[config.mk]
export PLATFORM = sky130hd
export DESIGN_NAME = uart_cmd_parser_flat
export DESIGN_NICKNAME = d
export VERILOG_FILES = /design/src/rtl/uart_cmd_parser_if.sv /design/src/rtl/uart_cmd_parser.sv /design/src/flat_wrapper.sv
export SDC_FILE = /design/constraint.sdc
export NUM_CORES = 1
export LEC_CHECK = 0
export ABC_AREA = 1
export CORE_ASPECT_RATIO = 1.75
export CORE_MARGIN = 2
export CORE_UTILIZATION = 42
export DETAILED_ROUTE_END_ITERATION = 10
export DONT_BUFFER_PORTS = 1
export PLACE_DENSITY = 0.61
export SLEW_MARGIN = 40
export SYNTH_ARGS = -nofsm -noshare
export SYNTH_HDL_FRONTEND = slang
export SYNTH_SLANG_ARGS = --single-unit
[constraint.sdc]
create_clock -name clk -period 2.4 [get_ports clk]
set_clock_uncertainty 0.2 [all_clocks]
set_input_delay 0.12 -clock clk [delete_from_list [all_inputs] [get_ports clk]]
set_output_delay 0.12 -clock clk [all_outputs]
set_load 0.02 [all_outputs]
[src/rtl/uart_cmd_parser_if.sv]
// rtl/uart_cmd_parser_if.sv - received byte stream and loop configuration bundle for uart_cmd_parser
interface uart_cmd_parser_if;
  logic               rx_data_valid;
  logic [7:0]         rx_data;
  logic signed [15:0] rpm_set_o;
  logic [15:0]        kp_o;
  logic [15:0]        ki_o;
  logic [15:0]        kd_o;
  logic               motor_en_o;
  logic               cfg_update_o;
  logic               frame_err_o;
  logic [1:0]         err_code_o;

  modport master (
    output rx_data_valid, rx_data,
    input  rpm_set_o, kp_o, ki_o, kd_o, motor_en_o, cfg_update_o, frame_err_o, err_code_o
  );

  modport slave (
    input  rx_data_valid, rx_data,
    output rpm_set_o, kp_o, ki_o, kd_o, motor_en_o, cfg_update_o, frame_err_o, err_code_o
  );
endinterface

[src/rtl/uart_cmd_parser.sv]
// rtl/uart_cmd_parser.sv - parses A5/CMD/DH/DL/CHK frames into speed setpoint and PID gains
module uart_cmd_parser #(
  parameter int                 TIMEOUT_CYC = 27_000,
  parameter logic signed [15:0] RPM_MAX     = 16'sd300,
  parameter logic [15:0]        KP_INIT     = 16'd256,
  parameter logic [15:0]        KI_INIT     = 16'd16,
  parameter logic [15:0]        KD_INIT     = 16'd0
) (
  input logic               clk,
  input logic               rstn,
  uart_cmd_parser_if.slave  bus
);

  localparam int              CNT_W    = (TIMEOUT_CYC > 2) ? $clog2(TIMEOUT_CYC) : 1;
  localparam logic [CNT_W-1:0] CNT_LAST = CNT_W'(TIMEOUT_CYC - 1);
  localparam logic [7:0]      HDR      = 8'hA5;

  localparam logic [7:0] CMD_SET_RPM = 8'h01;
  localparam logic [7:0] CMD_SET_KP  = 8'h02;
  localparam logic [7:0] CMD_SET_KI  = 8'h03;
  localparam logic [7:0] CMD_SET_KD  = 8'h04;
  localparam logic [7:0] CMD_STOP    = 8'h05;

  localparam logic [1:0] ERR_NONE = 2'b00;
  localparam logic [1:0] ERR_CHK  = 2'b01;
  localparam logic [1:0] ERR_CMD  = 2'b10;
  localparam logic [1:0] ERR_TO   = 2'b11;

  typedef enum logic [2:0] {
    S_IDLE,
    S_CMD,
    S_DH,
    S_DL,
    S_CHK
  } state_t;

  state_t             state_q, state_d;
  logic [CNT_W-1:0]   cnt_q, cnt_d;
  logic [7:0]         cmd_q, cmd_d;
  logic [7:0]         dh_q, dh_d;
  logic [7:0]         dl_q, dl_d;

  // Frame decode is split from the register commit so the CHK byte edge only resolves the checksum.
  logic               pend_frame_q, pend_frame_d;
  logic               pend_ok_q, pend_ok_d;
  logic               pend_to_q, pend_to_d;

  logic signed [15:0] rpm_q, rpm_d;
  logic [15:0]        kp_q, kp_d;
  logic [15:0]        ki_q, ki_d;
  logic [15:0]        kd_q, kd_d;
  logic               en_q, en_d;
  logic               cfg_q, cfg_d;
  logic               err_q, err_d;
  logic [1:0]         code_q, code_d;

  logic signed [15:0] data_s;
  logic signed [15:0] rpm_clamped;

  assign data_s = $signed({dh_q, dl_q});

  always_comb begin
    rpm_clamped = data_s;
    if (data_s > RPM_MAX) begin
      rpm_clamped = RPM_MAX;
    end else if (data_s < -RPM_MAX) begin
      rpm_clamped = -RPM_MAX;
    end
  end

  always_ff @(posedge clk) begin
    if (!rstn) begin
      state_q      <= S_IDLE;
      cnt_q        <= '0;
      cmd_q        <= '0;
      dh_q         <= '0;
      dl_q         <= '0;
      pend_frame_q <= 1'b0;
      pend_ok_q    <= 1'b0;
      pend_to_q    <= 1'b0;
      rpm_q        <= '0;
      kp_q         <= KP_INIT;
      ki_q         <= KI_INIT;
      kd_q         <= KD_INIT;
      en_q         <= 1'b0;
      cfg_q        <= 1'b0;
      err_q        <= 1'b0;
      code_q       <= ERR_NONE;
    end else begin
      state_q      <= state_d;
      cnt_q        <= cnt_d;
      cmd_q        <= cmd_d;
      dh_q         <= dh_d;
      dl_q         <= dl_d;
      pend_frame_q <= pend_frame_d;
      pend_ok_q    <= pend_ok_d;
      pend_to_q    <= pend_to_d;
      rpm_q        <= rpm_d;
      kp_q         <= kp_d;
      ki_q         <= ki_d;
      kd_q         <= kd_d;
      en_q         <= en_d;
      cfg_q        <= cfg_d;
      err_q        <= err_d;
      code_q       <= code_d;
    end
  end

  always_comb begin
    state_d      = state_q;
    cnt_d        = cnt_q;
    cmd_d        = cmd_q;
    dh_d         = dh_q;
    dl_d         = dl_q;
    pend_frame_d = 1'b0;
    pend_ok_d    = 1'b0;
    pend_to_d    = 1'b0;

    // A byte arriving on the expiry cycle takes priority over the timeout.
    if (bus.rx_data_valid) begin
      cnt_d = '0;
      case (state_q)
        S_IDLE: begin
          if (bus.rx_data == HDR) begin
            state_d = S_CMD;
          end
        end
        S_CMD: begin
          cmd_d   = bus.rx_data;
          state_d = S_DH;
        end
        S_DH: begin
          dh_d    = bus.rx_data;
          state_d = S_DL;
        end
        S_DL: begin
          dl_d    = bus.rx_data;
          state_d = S_CHK;
        end
        S_CHK: begin
          pend_frame_d = 1'b1;
          pend_ok_d    = (bus.rx_data == (cmd_q ^ dh_q ^ dl_q));
          state_d      = S_IDLE;
        end
        default: begin
          state_d = S_IDLE;
        end
      endcase
    end else if (state_q == S_IDLE) begin
      cnt_d = '0;
    end else if (cnt_q == CNT_LAST) begin
      cnt_d     = '0;
      state_d   = S_IDLE;
      pend_to_d = 1'b1;
    end else begin
      cnt_d = cnt_q + 1'b1;
    end
  end

  always_comb begin
    rpm_d  = rpm_q;
    kp_d   = kp_q;
    ki_d   = ki_q;
    kd_d   = kd_q;
    en_d   = en_q;
    cfg_d  = 1'b0;
    err_d  = 1'b0;
    code_d = ERR_NONE;

    if (pend_to_q) begin
      err_d  = 1'b1;
      code_d = ERR_TO;
    end else if (pend_frame_q) begin
      if (!pend_ok_q) begin
        err_d  = 1'b1;
        code_d = ERR_CHK;
      end else begin
        case (cmd_q)
          CMD_SET_RPM: begin
            rpm_d = rpm_clamped;
            en_d  = 1'b1;
            cfg_d = 1'b1;
          end
          CMD_SET_KP: begin
            kp_d  = {dh_q, dl_q};
            cfg_d = 1'b1;
          end
          CMD_SET_KI: begin
            ki_d  = {dh_q, dl_q};
            cfg_d = 1'b1;
          end
          CMD_SET_KD: begin
            kd_d  = {dh_q, dl_q};
            cfg_d = 1'b1;
          end
          CMD_STOP: begin
            rpm_d = '0;
            en_d  = 1'b0;
            cfg_d = 1'b1;
          end
          default: begin
            err_d  = 1'b1;
            code_d = ERR_CMD;
          end
        endcase
      end
    end
  end

  assign bus.rpm_set_o    = rpm_q;
  assign bus.kp_o         = kp_q;
  assign bus.ki_o         = ki_q;
  assign bus.kd_o         = kd_q;
  assign bus.motor_en_o   = en_q;
  assign bus.cfg_update_o = cfg_q;
  assign bus.frame_err_o  = err_q;
  assign bus.err_code_o   = code_q;

endmodule

[src/flat_wrapper.sv]
// flat-port wrapper written by rule: the top's interface ports become plain ports
module uart_cmd_parser_flat 
#(
  parameter int                 TIMEOUT_CYC = 27_000,
  parameter logic signed [15:0] RPM_MAX     = 16'sd300,
  parameter logic [15:0]        KP_INIT     = 16'd256,
  parameter logic [15:0]        KI_INIT     = 16'd16,
  parameter logic [15:0]        KD_INIT     = 16'd0
)
  (clk, rstn, bus_rx_data_valid, bus_rx_data, bus_rpm_set_o, bus_kp_o, bus_ki_o, bus_kd_o, bus_motor_en_o, bus_cfg_update_o, bus_frame_err_o, bus_err_code_o);
  uart_cmd_parser_if bus_i ();
  input logic clk;
  input logic rstn;
  input wire logic [$bits(bus_i.rx_data_valid)-1:0] bus_rx_data_valid;
  input wire logic [$bits(bus_i.rx_data)-1:0] bus_rx_data;
  output wire logic [$bits(bus_i.rpm_set_o)-1:0] bus_rpm_set_o;
  output wire logic [$bits(bus_i.kp_o)-1:0] bus_kp_o;
  output wire logic [$bits(bus_i.ki_o)-1:0] bus_ki_o;
  output wire logic [$bits(bus_i.kd_o)-1:0] bus_kd_o;
  output wire logic [$bits(bus_i.motor_en_o)-1:0] bus_motor_en_o;
  output wire logic [$bits(bus_i.cfg_update_o)-1:0] bus_cfg_update_o;
  output wire logic [$bits(bus_i.frame_err_o)-1:0] bus_frame_err_o;
  output wire logic [$bits(bus_i.err_code_o)-1:0] bus_err_code_o;
  assign bus_i.rx_data_valid = bus_rx_data_valid;
  assign bus_i.rx_data = bus_rx_data;
  assign bus_rpm_set_o = bus_i.rpm_set_o;
  assign bus_kp_o = bus_i.kp_o;
  assign bus_ki_o = bus_i.ki_o;
  assign bus_kd_o = bus_i.kd_o;
  assign bus_motor_en_o = bus_i.motor_en_o;
  assign bus_cfg_update_o = bus_i.cfg_update_o;
  assign bus_frame_err_o = bus_i.frame_err_o;
  assign bus_err_code_o = bus_i.err_code_o;
  uart_cmd_parser #(.TIMEOUT_CYC(TIMEOUT_CYC), .RPM_MAX(RPM_MAX), .KP_INIT(KP_INIT), .KI_INIT(KI_INIT), .KD_INIT(KD_INIT)) u_core (.clk(clk), .rstn(rstn), .bus(bus_i));
endmodule
# Word-level counts from Yosys, hierarchy flattened
# Cells that the tools add are included.
# word_totals
register_bits	114
latchBits	0
ramBits	0
mem_bits_ro	0
in_bits	11
out_inout_bits	69
wordCells	76
mem_count	0
# op_classes
add_sub_neg	1
n_mul	0
div_mod_pow	0
order_cmp	2
eq_ne	14
shifts	0
muxes	20
bitwise	6
reduce_logical	17
# op_table
op	count
two-way mux 16 bit	2
case mux 16 bit (2 select lines)	1
equality test 8 x 2 -> 1 bit (second input constant)	2
equality test 8 x 3 -> 1 bit (second input constant)	2
> comparator 16 x 10 -> 1 bit (second input constant)	1
< comparator 16 x 10 -> 1 bit (second input constant)	1
AND reduction 4 bit	4
XOR 8 bit	2
adder 15 x 1 -> 15 bit (second input constant)	1
equality test 15 bit (second input constant)	1
two-way mux 3 bit	4
case mux 3 bit (4 select lines)	1
equality test 8 x 1 -> 1 bit (second input constant)	1
equality test 8 bit	1
equality test 8 bit (second input constant)	1
two-way mux 2 bit	4
AND reduction 2 bit	4
OR reduction 4 bit	2
two-way mux 1 bit	7
equality test 3 x 2 -> 1 bit (second input constant)	2
AND reduction 3 bit	2
OR reduction 5 bit	1
NOT 1 bit	4
nonzero test 2 bit	2
7 further kinds	7

# Longest topological paths before layout
# Gate-level depths: netlist of the first run.
# logic_depth
ltp_word	6
ltp_mapped	12
ltp_nobuf	11

# Least setup slack after synthesis of the first run
# Ideal clock, no wire load.
# synth_timing
path_type	register to register
startpoint	register u_core.dl_q[3]
endpoint	register u_core.rpm_q[3], in the netlist u_core.bus.rpm_set_o[3]
setup_ns	0.071
t_arrival_ns	2.017
required_ns	2.129
setup_slack_ns	0.112
stages_incl_launch_ff	13
n_path_buf	1
synth_period_minus_slack_ns	2.288
cell_sequence	dfxtp_1 inv_1 nand2_1 a21oi_1 o31ai_1 nand3_1 ha_1 inv_1 clkbuf_1 nand4_1 nand2_1 inv_1 a21oi_1
# synth_via
elab_chain_len	4
elab_cells_between_ends	5
classes_between	order compare (2); mux (3)
# synth_lines
item	line_no	text
start, declared	uart_cmd_parser.sv:41	logic [7:0] dl_q, dl_d;
start signal, assigned	uart_cmd_parser.sv:94	dl_q <= dl_d;
< comparator 16 x 10 -> 1 bit	uart_cmd_parser.sv:66	end else if (data_s < -RPM_MAX) begin
two-way mux 16 bit	uart_cmd_parser.sv:66	
two-way mux 16 bit *	uart_cmd_parser.sv:64	if (data_s > RPM_MAX) begin
case mux 16 bit (2 select lines) *	uart_cmd_parser.sv:178	case (cmd_q)
end signal, assigned	uart_cmd_parser.sv:98	rpm_q <= rpm_d;
end, declared	uart_cmd_parser.sv:48	logic signed [15:0] rpm_q, rpm_d;
# Every way passes the cells marked *; elsewhere a longest branch is shown, timed or not.
# A chain may end at the register's enable or synchronous reset.

# Worst setup path after layout of the first run
# layout_timing
startpoint	register u_core.dh_q[1]
endpoint	register u_core.rpm_q[13], in the netlist u_core.bus.rpm_set_o[13]
# layout_via
elab_chain_len	4
elab_cells_between_ends	5
classes_between	order compare (2); mux (3)
# layout_lines
item	line_no	text
start, declared	uart_cmd_parser.sv:40	logic [7:0] dh_q, dh_d;
start signal, assigned	uart_cmd_parser.sv:93	dh_q <= dh_d;
< comparator 16 x 10 -> 1 bit	uart_cmd_parser.sv:66	
two-way mux 16 bit	uart_cmd_parser.sv:66	
two-way mux 16 bit *	uart_cmd_parser.sv:64	
case mux 16 bit (2 select lines) *	uart_cmd_parser.sv:178	
# Marks and branches as above.

==> results of run 1 <==
[metrics by stage]
stage / cells / utilization (%) / hold slack, ns / instance area (um2) / setup slack, ns
3_3_place_gp: 735 / 44.5 / 0.00714 / 5150 / 0.271
4_1_cts: 776 / 50.5 / 0.0144 / 5850 / 0.171
5_1_grt: 776 / 50.5 / 0.0567 / 5850 / 0.0828
6_report: 776 / 50.5 / 0.0272 / 5850 / 0.238
2_1_floorplan: 608 / - / -0.00149 / 4970 / 0.112
3_5_place_dp: 735 / 44.5 / 0.00782 / 5150 / 0.193
[placed cells by master, fill, tap and decap left out, types with 16 or more instances in the layout]
cell type,instances
o21ai_0,51
nand2_1,65
clkbuf_16,17
nand3_1,23
nor2_1,56
buf_4,19
dfxtp_1,113
nor3_1,18
inv_1,60
a21oi_1,76
a21oi_2,16
[logic make-up (layout without fill, tap and decap cells)]
logic type | after synthesis | count (layout) | share of synthesized area [%]
buffers and inverters | 92 | 125 | 7.75
AOI/OAI and AO/OA | 165 | 165 | 20.4
adders and majority gates | 2 | 2 | 0.503
DFF | 114 | 114 | 45.9
xor gates and xnor gates | 22 | 22 | 3.88
and+or+nand+nor | 213 | 213 | 21.6
[repair_timing]
action | CTS | global route
gates resized for setup | 0 | 1
hold buffers | 12 | 0
setup endpoints to repair | 0 | 5
endpoints found under the hold margin | 69 | 0
[flip-flops by register name, indices dropped and copies added, names as in the netlist]
signal / flops
u_core.bus.frame_err_o: 1
u_core.bus.motor_en_o: 1
u_core.cmd_q: 8
u_core.bus.kp_o: 16
u_core.state_q: 3
u_core.pend_to_q: 1
u_core.bus.err_code_o: 2
u_core.bus.kd_o: 16
u_core.pend_ok_q: 1
u_core.pend_frame_q: 1
u_core.bus.ki_o: 16
u_core.dl_q: 8
u_core.dh_q: 8
u_core.cnt_q: 15
u_core.bus.rpm_set_o: 16
u_core.bus.cfg_update_o: 1
[power by group through the flow]
stage	logic, mW	registers [mW]	clock network [mW]
floorplan	0.0584	1.94	0
global placement	0.0609	1.94	0
detailed placement	0.0617	1.94	0
CTS	0.0977	1.90	2.50
global route	0.107	1.90	2.59
finish	0.0979	1.90	2.46
[final cells by class]
cell class	count	area (um2)	share of cell area, %
Timing Repair Buffer	31	273	4.66
Clock inverter	7	110	1.88
Clock buffer	22	454	7.76
Multi-Input combinational cell	402	2310	39.5
Inverter	65	249	4.26
Sequential cell	114	2280	39.0
Tap cell	135	169	2.89
[worst paths after layout]
kind | startpoint | to | slack [ns] | cells past startpoint
max | u_core.dh_q[1]$_SDFFE_PN0P_ | u_core.bus.rpm_set_o[13]$_SDFFE_PN0P_ | 0.24 | 9
min | bus_rx_data[6] | u_core.pend_ok_q$_SDFF_PN0_ | 0.03 | 6
max reg2reg | u_core.dh_q[1]$_SDFFE_PN0P_ | u_core.bus.rpm_set_o[13]$_SDFFE_PN0P_ | 0.24 | 9
min reg2reg | u_core.cnt_q[0]$_SDFF_PP0_ | u_core.cnt_q[0]$_SDFF_PP0_ | 0.25 | 1
[layer usage]
layer | wire length [um] | share of wire [%]
met1 | 5120 | 38
met5 | 0 | 0
met4 | 335 | 2.5
met3 | 751 | 5.6
met2 | 7150 | 54
[critical path, stage by stage (launching register included)]
cell	delay, ns
dfxtp_1	0.40
inv_1	0.08
nor4_1	0.32
nand3_1	0.13
ha_1	0.32
inv_1	0.14
buf_4	0.22
a21oi_2	0.07
nand2_1	0.08
a21oi_2	0.06
==> impl_metrics.yaml, run 1 <==
timing:
  final_setup_tns_ns: 0
  slew_viol_final: 0
  timing_hold_violations_final: 0
  highest_clock_frequency_the_design_can_meet_mhz: 462
  rsz0062_at_grt: "no"
  max-slew-margin-rel_pct: 59.4
  period_needed_ns: 2.16
  worst_slew_pin_slew_ns: 0.607
  setup_viol: 0
  min_period_over_period_pct: 90.1
final_layout:
  drive_above_1_share_pct: 18.4
  final.fill_count: 1110
  areaGrowthSynthToFinish_pct: 17.7
  num-nets-final: 644
  count_of_inserted_antenna_diode_cells: 0
clock_tree:
  path_clk_slew_ns: 0.05
  cts_tree: "yes"
  clock_tree.root_cell: "clkbuf_16"
  postCtsSetupBuffers: 0
  clock_h_tree_levels: 4
  clock_sinks: 114
  max-clock-path-buffers: 2
  clkLatencyLatePin_ns: 0.40
  cts_made_buffers: 17
power:
  comb_power_share_pct: 2.2
  cellInternalPower_mw: 3.56
  power-per-cell-area_nw_per_um2: 761
  power_frac_clock_pct: 55.2
  seq_power_share_pct: 42.6
  p_switching_uw: 893
  switching_share_pct: 20.0
  power.ir.vdd_worst_uv: 472
  static_power_due_to_leakage_nw: 2.20
  fin_total_pwr_mw: 4.45
setup_path:
  timing.critical_path.from_type: "flop"
  end_kind: "flop"
  cp_data_arrival_time_ns: 2.23
  path_class: "flop to flop"
  cp_max_fo: 8
  timing.critical_path.required_ns: 2.47
die:
  ioPinCount: 80
  die_y_um: 148
  placementRows: 52
  die-area_um2: 12800
  die_width_um: 86.2
  core_um2: 11600
  start_util_pct: 42.9
global_routing:
  overflow: 0
  grt_start_max_net_pins: 47
  gr-usage-met3_pct: 7.71
  gr-max-usage-layer: "met2"
  grt_util_all_layers_pct: 21.9
  grt_first_pass_wirelength_mm: 21.2
  vias_in_the_first_global_route: 3999
  globalRouteMet1Util_pct: 23.4
  antenna_found_initial: 0
  global_route.usage.met2_pct: 38.5
synth:
  netlist_instances: 608
  synth_top_cells_by_count: "dfxtp_1 (114), a21oi_1 (76), nand2_1 (65)"
  post_synth_instance_area_um2: 4970
  synthMostInstantiatedCell: "dfxtp_1"
  synth_edf_count: 0
  synth_nets: 621
  ys_types: 40
  async_flop_share_pct: 0
  synth_top_flop_cell: "dfxtp_1"
  synth.top_cell.area_share_pct: 45.9
  ys_seq_area_share_pct: 45.9
  synth.top_cells.by_area: "dfxtp_1 (46%), a21oi_1 (7.7%), o21ai_0 (5.1%)"
  synth_top_area_cell: "dfxtp_1"
  ys_warn_count: 0
  synth-seq-cells: 114
  avgSynthCellArea_um2: 8.18
placement:
  finalWeightedCongestion: 0.849
  port_buffers: 0
  place.detailed.hpwl_mm: 9.65
routing:
  wl_per_cell_um: 17.2
  detail-route-antenna-nets: 0
  via_per_inst: 5.36
  wl_mm: 13.4
  detailedRoute.firstPassIterationCount: 4
  first_iter_violations: 237
  num_vias: 4161
  drcViolationCount: 0
hold_path:
  hold_path_class: "input pin to flop"
outcome:
  status: "complete, no violations"
run:
  max_cap_viols: 0
(Power assumes the default switching activity.)
==> inputs of run 2 (changes only) <==
CORE_UTILIZATION = 52   (was 42)
PLACE_DENSITY = 0.72   (was 0.61)
==> run 2 against run 1 <==
Count of clock-buffer cells in the layout up 1. Utilization increased by 11 points. Register-to-register slack lost 0.07 ns. Clock power hardly changed. Sequential share of layout area grew 0.26 points. Wire length shrank 4.3%. Critical path depth unchanged. Power shrank 0.71%. Cell area fell by 0.71%. Largest power group unchanged.
==> impl_metrics.yaml, run 2 (synthesis gave the netlist of run 1 again) <==
routing:
  drcViolationCount: 0
  via_per_inst: 5.58
  detail-route-antenna-nets: 0
  wl_per_cell_um: 16.8
  num_vias: 4235
  detailedRoute.firstPassIterationCount: 7
  wl_mm: 12.8
  first_iter_violations: 322
setup_path:
  timing.critical_path.from_type: "flop"
  end_kind: "flop"
  cp_top_family: "buffers and inverters"
  cp_max_fo: 8
  timing.critical_path.from: "u_core.dh_q[3]$_SDFFE_PN0P_"
  cp_data_arrival_time_ns: 2.31
  cp_slowest_stage_delay_ns: 0.45
  path_buf_inv: 3
  rr_endpoint: "u_core.bus.rpm_set_o[7]$_SDFFE_PN0P_"
  timing.critical_path.required_ns: 2.48
  worst-r2r-setup-slack_ns: 0.17
  worstPathCellList: "inv_1 -> nor4_1 -> nand3_1 -> ha_1 -> inv_1 -> buf_4 -> a21oi_2 -> nand2_1 -> a21oi_2"
  path_class: "flop to flop"
  crit_path_top_delay_cell: "dfxtp_1"
  startpoint_of_the_most_critical_register_to_register_path: "u_core.dh_q[3]$_SDFFE_PN0P_"
  worst-r2r-cell-count: 9
hold_path:
  hold_path_class: "input pin to flop"
  min_path_cells: 6
  worstHoldStart: "bus_rx_data[6]"
  whs_endpoint: "u_core.pend_ok_q$_SDFF_PN0_"
clock_tree:
  clock_tree.root_cell: "clkbuf_16"
  path_clk_slew_ns: 0.05
  max-clock-path-buffers: 2
  ctsResizeCount: 0
  clkLatencyLatePin_ns: 0.41
  postCtsSetupBuffers: 0
  cts_made_buffers: 17
  cts-hold-fix-buffers: 13
  cts_tree: "yes"
  clock_sinks: 114
  clock_h_tree_levels: 4
power:
  power.ir.vdd_worst_uv: 578
  fin_total_pwr_mw: 4.42
  static_power_due_to_leakage_nw: 2.19
  power-per-cell-area_nw_per_um2: 761
timing:
  setup_viol: 0
  min_period_over_period_pct: 92.9
  rsz0062_at_grt: "no"
  timing_hold_violations_final: 0
  highest_clock_frequency_the_design_can_meet_mhz: 448
  final_setup_tns_ns: 0
  max-slew-margin-rel_pct: 56.7
  slew_viol_final: 0
  worst_slew_pin_slew_ns: 0.648
  period_needed_ns: 2.23
global_routing:
  grt_start_max_net_pins: 47
  grt_first_pass_wirelength_mm: 20.6
  grt_util_all_layers_pct: 25.6
  antenna_found_initial: 0
  vias_in_the_first_global_route: 4148
  overflow: 0
die:
  ioPinCount: 80
  placementRows: 47
  core_um2: 9410
  die_y_um: 133
  die-area_um2: 10400
  die_width_um: 77.9
  start_util_pct: 52.8
final_layout:
  num-nets-final: 640
  fin_area_um2: 5810
  count_of_inserted_antenna_diode_cells: 0
  areaGrowthSynthToFinish_pct: 16.9
  mostFrequentLayoutCell: "dfxtp_1"
  drive_above_1_share_pct: 17.9
  layout_common_cells: "dfxtp_1 (114), a21oi_1 (76), nand2_1 (65), inv_1 (60), nor2_1 (56)"
  final_util_pct: 61.7
  post_layout_nonfiller_instances: 759
placement:
  place.detailed.hpwl_mm: 8.99
  finalWeightedCongestion: 0.987
  dpl_cell_area_um2: 5100
  port_buffers: 0
  dp.cells: 717
outcome:
  status: "complete, no violations"
run:
  max_cap_viols: 0
## run 2: changes by cell type in the layout (fill, tap and decap cells not counted)
cell           before  now
buf_4              19   14
bufinv_16           3    2
clkbuf_1            4    2
clkbuf_8            1    4
dfxtp_1           113  114
dfxtp_2             1    0
dlygate4sd3_1      11   12
## run 2: worst max-delay path by stage
| stage | end | slack, ns | cells past startpoint |
|---|---|---|---|
| after global placement | u_core.bus.rpm_set_o[14]$_SDFFE_PN0P_ | 0.26 | 9 |
| after detailed placement | u_core.bus.rpm_set_o[7]$_SDFFE_PN0P_ | 0.21 | 9 |
| after global routing | u_core.bus.rpm_set_o[11]$_SDFFE_PN0P_ | 0.03 | 9 |
| after CTS | u_core.bus.rpm_set_o[7]$_SDFFE_PN0P_ | 0.19 | 9 |
| final | u_core.bus.rpm_set_o[7]$_SDFFE_PN0P_ | 0.17 | 9 |
| after floorplan | u_core.bus.rpm_set_o[3]$_SDFFE_PN0P_ | 0.11 | 12 |
## run 2: metal layers
metal	track usage [%]	part of all wire (%)	wire length, um
met5	0	0	0
met2	44.9	52	6660
met1	27.1	38	4920
met3	8.67	5.9	756
met4	12.2	3.6	458
## run 2: power breakdown
| part | switching [mW] | total [mW] | internal [mW] |
|---|---|---|---|
| clock | 0.816 | 2.43 | 1.61 |
| combinational | 0.0665 | 0.0983 | 0.0318 |
| sequential | 0.00169 | 1.90 | 1.90 |
## run 2: area by class of cell
type | instances | area [um2]
Fill cell | 836 | 3600
Multi-Input combinational cell | 402 | 2310
Sequential cell | 114 | 2280
Clock buffer | 23 | 488
Inverter | 65 | 249
Timing Repair Buffer | 27 | 245
Tap cell | 122 | 153
Clock inverter | 6 | 80.1
## run 2: stage by stage
step	worst slack [ns]	hold WS, ns
final	0.170	0.0329
after floorplan	0.112	-0.00149
after global routing	0.0286	0.0867
after CTS	0.192	0.0172
after detailed placement	0.210	0.00368
after global placement	0.257	0.00365
## run 2: worst min-delay path: cells and delay by family
kind / cells / cell delay (ns)
AND/OR/NAND/NOR: 5 / 0.34
XOR/XNOR: 1 / 0.14
==> inputs of run 3 (changes only) <==
RECOVER_POWER = 100   (was not set)
==> run 3 against run 2 <==
Die area unchanged. Cell count stayed put. Non-clock buffer count is the same. Clock power about the same. Cell area shrank 1.6%. Utilization shrank 0.98 points. Combinational power fell by 1%. Count of clock-buffer cells in the layout is the same. Register-to-register slack barely moved. Sequential power barely moved.
==> impl_metrics.yaml, run 3 (synthesis gave the netlist of run 1 again) <==
timing:
  rsz0062_at_grt: "no"
  period_needed_ns: 2.23
  final_setup_tns_ns: 0
  max-slew-margin-rel_pct: 49.0
  min_period_over_period_pct: 92.9
  highest_clock_frequency_the_design_can_meet_mhz: 449
  timing_hold_violations_final: 0
  setup_viol: 0
  worst_slew_pin_slew_ns: 0.764
  slew_viol_final: 0
routing:
  first_iter_violations: 337
  wl_per_cell_um: 17.0
  detailedRoute.firstPassIterationCount: 5
  drcViolationCount: 0
  num_vias: 4250
  wl_mm: 12.9
  via_per_inst: 5.60
  detail-route-antenna-nets: 0
global_routing:
  vias_in_the_first_global_route: 4148
  grt_util_all_layers_pct: 25.6
  grt_start_max_net_pins: 47
  overflow: 0
  grt_first_pass_wirelength_mm: 20.6
  antenna_found_initial: 0
clock_tree:
  postCtsSetupBuffers: 0
  max-clock-path-buffers: 2
  clock_tree.root_cell: "clkbuf_16"
  ctsResizeCount: 0
  clock_h_tree_levels: 4
  clkLatencyLatePin_ns: 0.41
  cts_tree: "yes"
  path_clk_slew_ns: 0.05
  cts_made_buffers: 17
  clock_sinks: 114
power:
  power.ir.vdd_worst_uv: 584
  comb_power_share_pct: 2.2
  switching_share_pct: 20.0
  cellInternalPower_mw: 3.54
  static_power_due_to_leakage_nw: 2.16
  power-per-cell-area_nw_per_um2: 773
  p_switching_uw: 884
  seq_power_share_pct: 42.9
  power_frac_clock_pct: 54.9
setup_path:
  path_class: "flop to flop"
  timing.critical_path.from_type: "flop"
  timing.critical_path.required_ns: 2.54
  cp_data_arrival_time_ns: 2.37
  end_kind: "flop"
  cp_max_fo: 8
die:
  ioPinCount: 80
  die_width_um: 77.9
  die_y_um: 133
  core_um2: 9410
  placementRows: 47
  start_util_pct: 52.8
  die-area_um2: 10400
final_layout:
  fin_area_um2: 5720
  layout_common_cells: "dfxtp_1 (114), a21oi_1 (80), nand2_1 (66), nor2_1 (64), inv_1 (61)"
  drive_above_1_share_pct: 14.8
  count_of_inserted_antenna_diode_cells: 0
  num-nets-final: 640
  mostFrequentLayoutCell: "dfxtp_1"
  areaGrowthSynthToFinish_pct: 15.0
placement:
  place.detailed.hpwl_mm: 8.99
  dpl_cell_area_um2: 5100
  port_buffers: 0
  finalWeightedCongestion: 0.987
run:
  max_cap_viols: 0
outcome:
  status: "complete, no violations"
hold_path:
  hold_path_class: "input pin to flop"
==> run 3: timing repair <==
item | in CTS | in global routing
hold endpoints to repair | 70 | 0
hold buffers | 13 | 0
setup endpoints to repair | 0 | 0
==> run 3: power by group through the flow <==
stage	Combinational, mW	Sequential [mW]	Clock, mW
floorplan	0.0584	1.94	0
global placement	0.0596	1.94	0
detailed placement	0.0614	1.94	0
CTS	0.0970	1.90	2.45
global route	0.104	1.90	2.55
finish	0.0972	1.90	2.43
==> run 3: final timing paths <==
path | startpoint | endpoint | slack [ns] | depth (start not counted)
setup / recovery | u_core.dh_q[3]$_SDFFE_PN0P_ | u_core.bus.rpm_set_o[12]$_SDFFE_PN0P_ | 0.17 | 9
hold / removal | bus_rx_data[6] | u_core.pend_ok_q$_SDFF_PN0_ | 0.04 | 6
setup reg to reg | u_core.dh_q[3]$_SDFFE_PN0P_ | u_core.bus.rpm_set_o[12]$_SDFFE_PN0P_ | 0.17 | 9
hold reg to reg | u_core.cnt_q[0]$_SDFF_PP0_ | u_core.cnt_q[0]$_SDFF_PP0_ | 0.25 | 1
==> run 3: metrics by stage <==
stage	util, %	power (mW)	hold slack (ns)	setup WS (ns)	cells
3_5_place_dp	54.2	2.00	0.00368	0.210	717
3_3_place_gp	54.2	2.00	0.00365	0.257	717
6_report	60.8	4.42	0.0444	0.171	759
2_1_floorplan	-	1.99	-0.00149	0.112	608
5_1_grt	60.8	4.55	0.0867	0.0218	759
4_1_cts	61.7	4.45	0.0172	0.192	759
==> run 3: layout make-up <==
type / instances / area [um2]
clock buffer: 23 / 488
inverter: 65 / 249
fill: 856 / 3690
multi-input combinational: 402 / 2230
sequential: 114 / 2280
tap: 122 / 153
timing repair buffer: 27 / 236
clock inverter: 6 / 80.1
==> run 3: layer usage <==
| metal | global-route usage [%] | vias up | wire length [um] |
|---|---|---|---|
| met5 | 0 | - | 0 |
| met1 | 27.1 | 1991 | 5030 |
| met2 | 44.9 | 156 | 6680 |
| met3 | 8.67 | 34 | 726 |
| li1 | - | 2069 | - |
| met4 | 12.2 | 0 | 446 |
==> run 3: critical path, stage by stage (launching register included) <==
cell and delay [ns]:
dfxtp_1 0.43, inv_1 0.15, nor4_1 0.28, nand3_1 0.12, ha_1 0.33, inv_1 0.10, buf_4 0.19, a21oi_1 0.16
nand2_1 0.08, a21oi_2 0.11
